**src/rtl/univ_shift_reg.sv**
```systemverilog
// ============================================================================
// Module   : univ_shift_reg
// Purpose  : WIDTH-bit universal shift register (hold / shift right /
//            shift left / parallel load) with a saturating shift counter.
//            Optional macro UNIV_SHIFT_REG_ROTATE_EN turns shifts into rotates.
// Revision : 1.0 - initial release
// ============================================================================
`default_nettype none

module univ_shift_reg #(
  parameter int              WIDTH       = 8,
  parameter logic [WIDTH-1:0] RESET_VALUE = '0,
  localparam int             CW          = $clog2(WIDTH + 1)
) (
  input  logic             clk,
  input  logic             reset,
  input  logic [1:0]       mode,
  input  logic             sin_r,
  input  logic             sin_l,
  input  logic [WIDTH-1:0] d,
  output logic [WIDTH-1:0] q,
  output logic             sout_r,
  output logic             sout_l,
  output logic [CW-1:0]    shift_cnt,
  output logic             done
);

  localparam logic [1:0]    c_MODE_HOLD = 2'b00;
  localparam logic [1:0]    c_MODE_SHR  = 2'b01;
  localparam logic [1:0]    c_MODE_SHL  = 2'b10;
  localparam logic [1:0]    c_MODE_LOAD = 2'b11;
  localparam logic [CW-1:0] c_CNT_MAX   = CW'(WIDTH);

  logic [WIDTH-1:0] r_q;
  logic [CW-1:0]    r_cnt;
  logic             w_ser_r;
  logic             w_ser_l;
  logic [WIDTH-1:0] w_shr;
  logic [WIDTH-1:0] w_shl;
  logic             w_sat;

`ifdef UNIV_SHIFT_REG_ROTATE_EN
  // Rotate: the bit leaving one end re-enters the other; serial inputs unused.
  assign w_ser_r = r_q[0];
  assign w_ser_l = r_q[WIDTH-1];
`else
  assign w_ser_r = sin_r;
  assign w_ser_l = sin_l;
`endif

  generate
    if (WIDTH == 1) begin : g_w1
      assign w_shr = w_ser_r;
      assign w_shl = w_ser_l;
    end else begin : g_wn
      assign w_shr = {w_ser_r, r_q[WIDTH-1:1]};
      assign w_shl = {r_q[WIDTH-2:0], w_ser_l};
    end
  endgenerate

  assign w_sat = (r_cnt == c_CNT_MAX);

  always_ff @(posedge clk) begin
    if (!reset) begin
      r_q   <= RESET_VALUE;
      r_cnt <= '0;
    end else begin
      case (mode)
        c_MODE_HOLD: begin
          r_q   <= r_q;
          r_cnt <= r_cnt;
        end
        c_MODE_SHR: begin
          r_q   <= w_shr;
          r_cnt <= w_sat ? r_cnt : r_cnt + CW'(1);
        end
        c_MODE_SHL: begin
          r_q   <= w_shl;
          r_cnt <= w_sat ? r_cnt : r_cnt + CW'(1);
        end
        c_MODE_LOAD: begin
          r_q   <= d;
          r_cnt <= '0;
        end
        default: begin
          r_q   <= r_q;
          r_cnt <= r_cnt;
        end
      endcase
    end
  end

  assign q         = r_q;
  assign sout_r    = r_q[0];
  assign sout_l    = r_q[WIDTH-1];
  assign shift_cnt = r_cnt;
  assign done      = w_sat;

endmodule

`default_nettype wire

```
**config.mk**
```make
export PLATFORM = sky130hd
export DESIGN_NAME = univ_shift_reg
export DESIGN_NICKNAME = d
export VERILOG_FILES = /design/src/rtl/univ_shift_reg.sv
export SDC_FILE = /design/constraint.sdc
export NUM_CORES = 1
export LEC_CHECK = 0
export CAP_MARGIN = 20
export CORE_ASPECT_RATIO = 0.7
export CORE_MARGIN = 2
export CORE_UTILIZATION = 35
export CTS_BUF_LIST = sky130_fd_sc_hd__clkbuf_4 sky130_fd_sc_hd__clkbuf_8
export CTS_CLUSTER_SIZE = 12
export DETAILED_ROUTE_END_ITERATION = 6
export DONT_BUFFER_PORTS = 1
export HOLD_SLACK_MARGIN = 0.06
export PLACE_DENSITY = 0.52
export SKIP_CTS_REPAIR_TIMING = 1
export SLEW_MARGIN = 10
export SYNTH_ARGS = -nofsm -noshare
export SYNTH_HDL_FRONTEND = slang
export SYNTH_SLANG_ARGS = --single-unit
```
**constraint.sdc**
```tcl
create_clock -name clk -period 2.94 [get_ports clk]
set_input_delay 0.882 -clock clk [delete_from_list [all_inputs] [get_ports clk]]
set_output_delay 0.882 -clock clk [all_outputs]
set_load 0.01 [all_outputs]
```
# Yosys cells after proc, flatten, opt, wreduce, memory -nomap -nowiden
# Cells that the tools add are included.
[totals]
regBits = 12
word_cells = 15
input_bits = 14
output_inout_bits = 15
[classes]
n_mux = 3
n_eq_ne = 5
reduce_logical = 3
bitwise = 1
addsub = 1
[op_table]
columns = ["cell", "count"]
rows = [
  ["one-hot mux 8 bit (3 select lines)", 1],
  ["one-hot mux 4 bit (2 select lines)", 1],
  ["adder 4 x 1 -> 4 bit (second input constant)", 1],
  ["equality test 2 bit (second input constant)", 2],
  ["equality test 4 bit (second input constant)", 1],
  ["two-way mux 4 bit", 1],
  ["equality test 2 x 1 -> 1 bit (second input constant)", 1],
  ["zero test 2 bit", 1],
  ["!= test 2 bit (second input constant)", 1],
  ["AND reduction 2 bit", 1],
  ["OR reduction 2 bit", 1],
  ["inverter 1 bit", 1],
]

# Longest topological paths before layout
[logic_depth]
word_depth = 4
ltp_mapped = 6
ltp_nobuf = 5

# Worst setup path before layout
# OpenSTA, ideal clock, no wires.
[synth_timing]
path_kind = "input port to flip-flop"
from = "input mode[0]"
to = "register r_cnt[0] (netlist: shift_cnt[0])"
n_path_buf = 0
required_time_ps = 2870
slack_ps = 990
setup_time_ps = 70
arrival_time_ps = 1880
cell_stages = 5
cell_sequence = "inv_1 -> ha_1 -> and4b_4 -> or4_1 -> a21boi_1"
[synth_between]
elab_chain_len = 4
elab_cells_between_ends = 9
cone_classes = "4 x eq/ne; 1 x mux; 1 x bitwise; 3 x reduce/logical"
[synth_rtl]
columns = ["element", "line", "text"]
rows = [
  ["start, declared", "17", "input logic [1:0] mode,"],
  ["equality test 2 bit / equality test 2 x 1 -> 1 bit (equally long branches)", "68", "case (mode)"],
  ["OR reduction 2 bit (no line)", "-", ""],
  ["!= test 2 bit (no line)", "-", ""],
  ["AND reduction 2 bit (no line)", "-", ""],
  ["end signal, assigned", "71", "r_cnt <= r_cnt;"],
  ["end signal, assigned", "75", "r_cnt <= w_sat ? r_cnt : r_cnt + CW'(1);"],
  ["end signal, assigned", "79", "r_cnt <= w_sat ? r_cnt : r_cnt + CW'(1);"],
  ["end, declared", "35", "logic [CW-1:0] r_cnt;"],
]
# Several ways; a longest one is shown, not always the timed one.
# A chain may end at the register's enable or synchronous reset.

# Worst setup path in the final report
[layout_timing]
from = "register r_cnt[0] (netlist: shift_cnt[0])"
to = "output done"
[layout_between]
elab_chain_len = 1
[layout_rtl]
columns = ["element", "line", "text"]
rows = [
  ["equality test 4 bit", "61", "assign w_sat = (r_cnt == c_CNT_MAX);"],
  ["end, declared", "25", "output logic done"],
]
# Every way passes these cells.

==> impl_metrics.py <==
metrics = {
    "sta": {
        "finalHoldViolCount": 0,
        "finalCritPeriodShare": 0.704,
        "post-route-min-period_ns": 2.07,
        "rsz0062_at_grt": "false",
        "slew_headroom": 0.666,
        "tightest_slew_ns": 0.501,
        "max_freq_mhz": 483,
        "hold_slack_ns": 0.537,
        "setup_tns_ns": 0,
        "skew_ns": 0.00665,
        "setup_viol": 0,
        "finalMaxSlewViolations": 0,
    },
    "critical_path": {
        "startpoint_type": "register",
        "arrival_ns": 1.19,
        "worstPathMaxFanout": 7,
        "critical_path_class": "reg -> out",
        "critPathCaptureType": "output pin",
        "worstPathRequired_ns": 2.06,
    },
    "global_route": {
        "grt-busiest-layer": "met1",
        "grt_pass1_wl_um": 2460,
        "met3_usage": 0.0968,
        "grt.overflow.total": 0,
        "use_met1": 0.199,
        "antenna_found_initial": 0,
        "grt_start_max_net_pins": 16,
        "use_met2": 0.191,
        "grtUsageTotal": 0.151,
        "grt_pass1_vias": 487,
    },
    "synthesis": {
        "syn_area_um2": 662,
        "yosysUniqueCellTypes": 23,
        "yosys_warnings": 0,
        "postSynthAreaPerCell_um2": 8.38,
        "syn_nets": 98,
        "ys_ff_latch": 12,
        "ys_seq_area_frac": 0.363,
        "syn_inst": 79,
    },
    "outcome": {
        "status": "completed",
    },
    "power": {
        "power.total_uw": 374,
        "ir_worst_vdd_uv": 227,
        "internal_power_uw": 268,
        "netSwitchingPower_uw": 105,
        "clockPowerShare": 0.360,
        "leakage_uw": 0.000260,
        "p_per_area_mw_per_mm2": 537,
        "p_sw_frac": 0.282,
        "p_comb_frac": 0.118,
        "p_seq_frac": 0.522,
    },
    "clock_tree": {
        "cts_num_sinks": 12,
        "clockBufferDepth": 2,
        "htreeDepth": 1,
        "clk-insertion-delay-late_ns": 0.28,
        "cts_root_buf": "clkbuf_4",
        "cts_tree": "built",
        "path_clk_slew_ns": 0.08,
        "cts_buffers": 3,
    },
    "finish": {
        "final_cells": 99,
        "antenna_cells": 0,
        "fin_util": 0.382,
        "syn_to_final_growth_pct": 5.10,
        "drive_above_1_share": 0.0779,
        "nNetsFinal": 97,
    },
    "hold_path": {
        "worstHoldPathType": "reg -> reg",
    },
    "run": {
        "drv_cap": 0,
    },
    "drt": {
        "wl_um": 1600,
        "drt_iter0_drc": 24,
        "antenna_left": 0,
        "drtPass1Iterations": 4,
        "vias_per_cell": 5.96,
        "drcViolationCount": 0,
        "num_vias": 590,
        "avgRoutedWirePerCell_um": 16.1,
    },
    "placement": {
        "gp_congestion": 0.685,
        "port-buffer-count": 0,
        "hpwl_um": 1110,
        "dp.cells": 95,
    },
    "floorplan": {
        "die_h_um": 40.4,
        "die-area_mm2": 0.00226,
        "num_rows": 13,
        "start_util": 0.363,
        "io_pins": 29,
        "die_w_um": 56.0,
        "core_area_mm2": 0.00182,
    },
}
[synth_stat cells (all sizes together)]
cell / n / area (um^2)
a31oi: 1 / 6.26
buf: 2 / 15.0
o21ai: 10 / 50.1
nand2: 9 / 33.8
a21boi: 2 / 15.0
nand3b: 1 / 7.51
dfxtp: 12 / 240
o31ai: 1 / 7.51
ha: 5 / 62.6
mux2i: 1 / 10.0
nand4: 1 / 6.26
or4: 1 / 7.51
nor3: 1 / 5.00
a21oi: 9 / 45.0
and4bb: 1 / 12.5
and4b: 1 / 13.8
inv: 5 / 18.8
clkbuf: 4 / 15.0
nor2: 3 / 11.3
a22oi: 1 / 7.51
a221oi: 7 / 61.3
a32o: 1 / 10.0
[power groups by stage]
| stage | Clock [uW] | Sequential [uW] | Combinational, uW |
|---|---|---|---|
| 2_1_floorplan | 0 | 193 | 42.0 |
| 3_3_place_gp | 0 | 199 | 43.1 |
| 3_5_place_dp | 0 | 199 | 43.6 |
| 4_1_cts | 140 | 195 | 43.8 |
| 5_1_grt | 146 | 197 | 50.4 |
| 6_report | 134 | 195 | 44.2 |
[worst paths after layout]
kind,depth (start not counted),startpoint,slack (ns),to
worst min register to register,2,q[5],0.54,q[4]
worst max register to register,5,shift_cnt[0],1.37,shift_cnt[0]
worst max-delay path,4,shift_cnt[0],0.87,done
worst min-delay path,2,q[5],0.54,q[4]
[logic make-up (layout without fill, tap and decap cells)]
family          Yosys count  in the layout  synth area share
mux                       1              1            0.0151
compound gates           32             32             0.306
simple gates             18             18             0.147
flops                    12             12             0.363
fa+ha+maj                 5              5            0.0945
buf+inv                  11              9            0.0737
[state kept, by name (all words and copies together), names as in the netlist]
signal,count
shift_cnt,4
q,8
[layout by cell type, fill, tap and decap left out]
master / count
and4bb_2: 1
a21boi_1: 1
a21boi_0: 1
mux2i_1: 1
ha_1: 5
or4_1: 1
a22oi_1: 1
clkbuf_4: 3
o31ai_1: 1
a32o_1: 1
clkbuf_8: 1
o21ai_0: 10
nor2_1: 3
a31oi_1: 1
nand3b_1: 1
nand2_1: 9
inv_1: 5
and4b_4: 1
dfxtp_1: 12
a221oi_1: 7
nor3_1: 1
nand4_1: 1
a21oi_1: 9
[final cells by class]
cell class	instances	area [um^2]
inverter	5	18.8
tap	22	27.5
clock buffer	4	36.3
sequential	12	240
multi-input combinational	56	373
fill	206	1130
[critical path, cell delays in order (launching register included)]
cell	delay, ns
dfxtp_1	0.49
inv_1	0.08
ha_1	0.21
nand2_1	0.06
nor2_1	0.06
[stage by stage]
stage / instance area (um^2) / worst slack (ns)
after floorplan: 662 / 0.990
after global placement: 659 / 0.850
after detailed placement: 659 / 0.887
after CTS: 696 / 0.856
after global routing: 696 / 0.798
final: 696 / 0.869
[routing by layer]
layer	vias to the layer above	wire length [um]
li1	293	-
met1	273	774
met2	22	649
met3	2	161
met4	0	13
met5	-	0
Power figures use the tool's default switching activity.
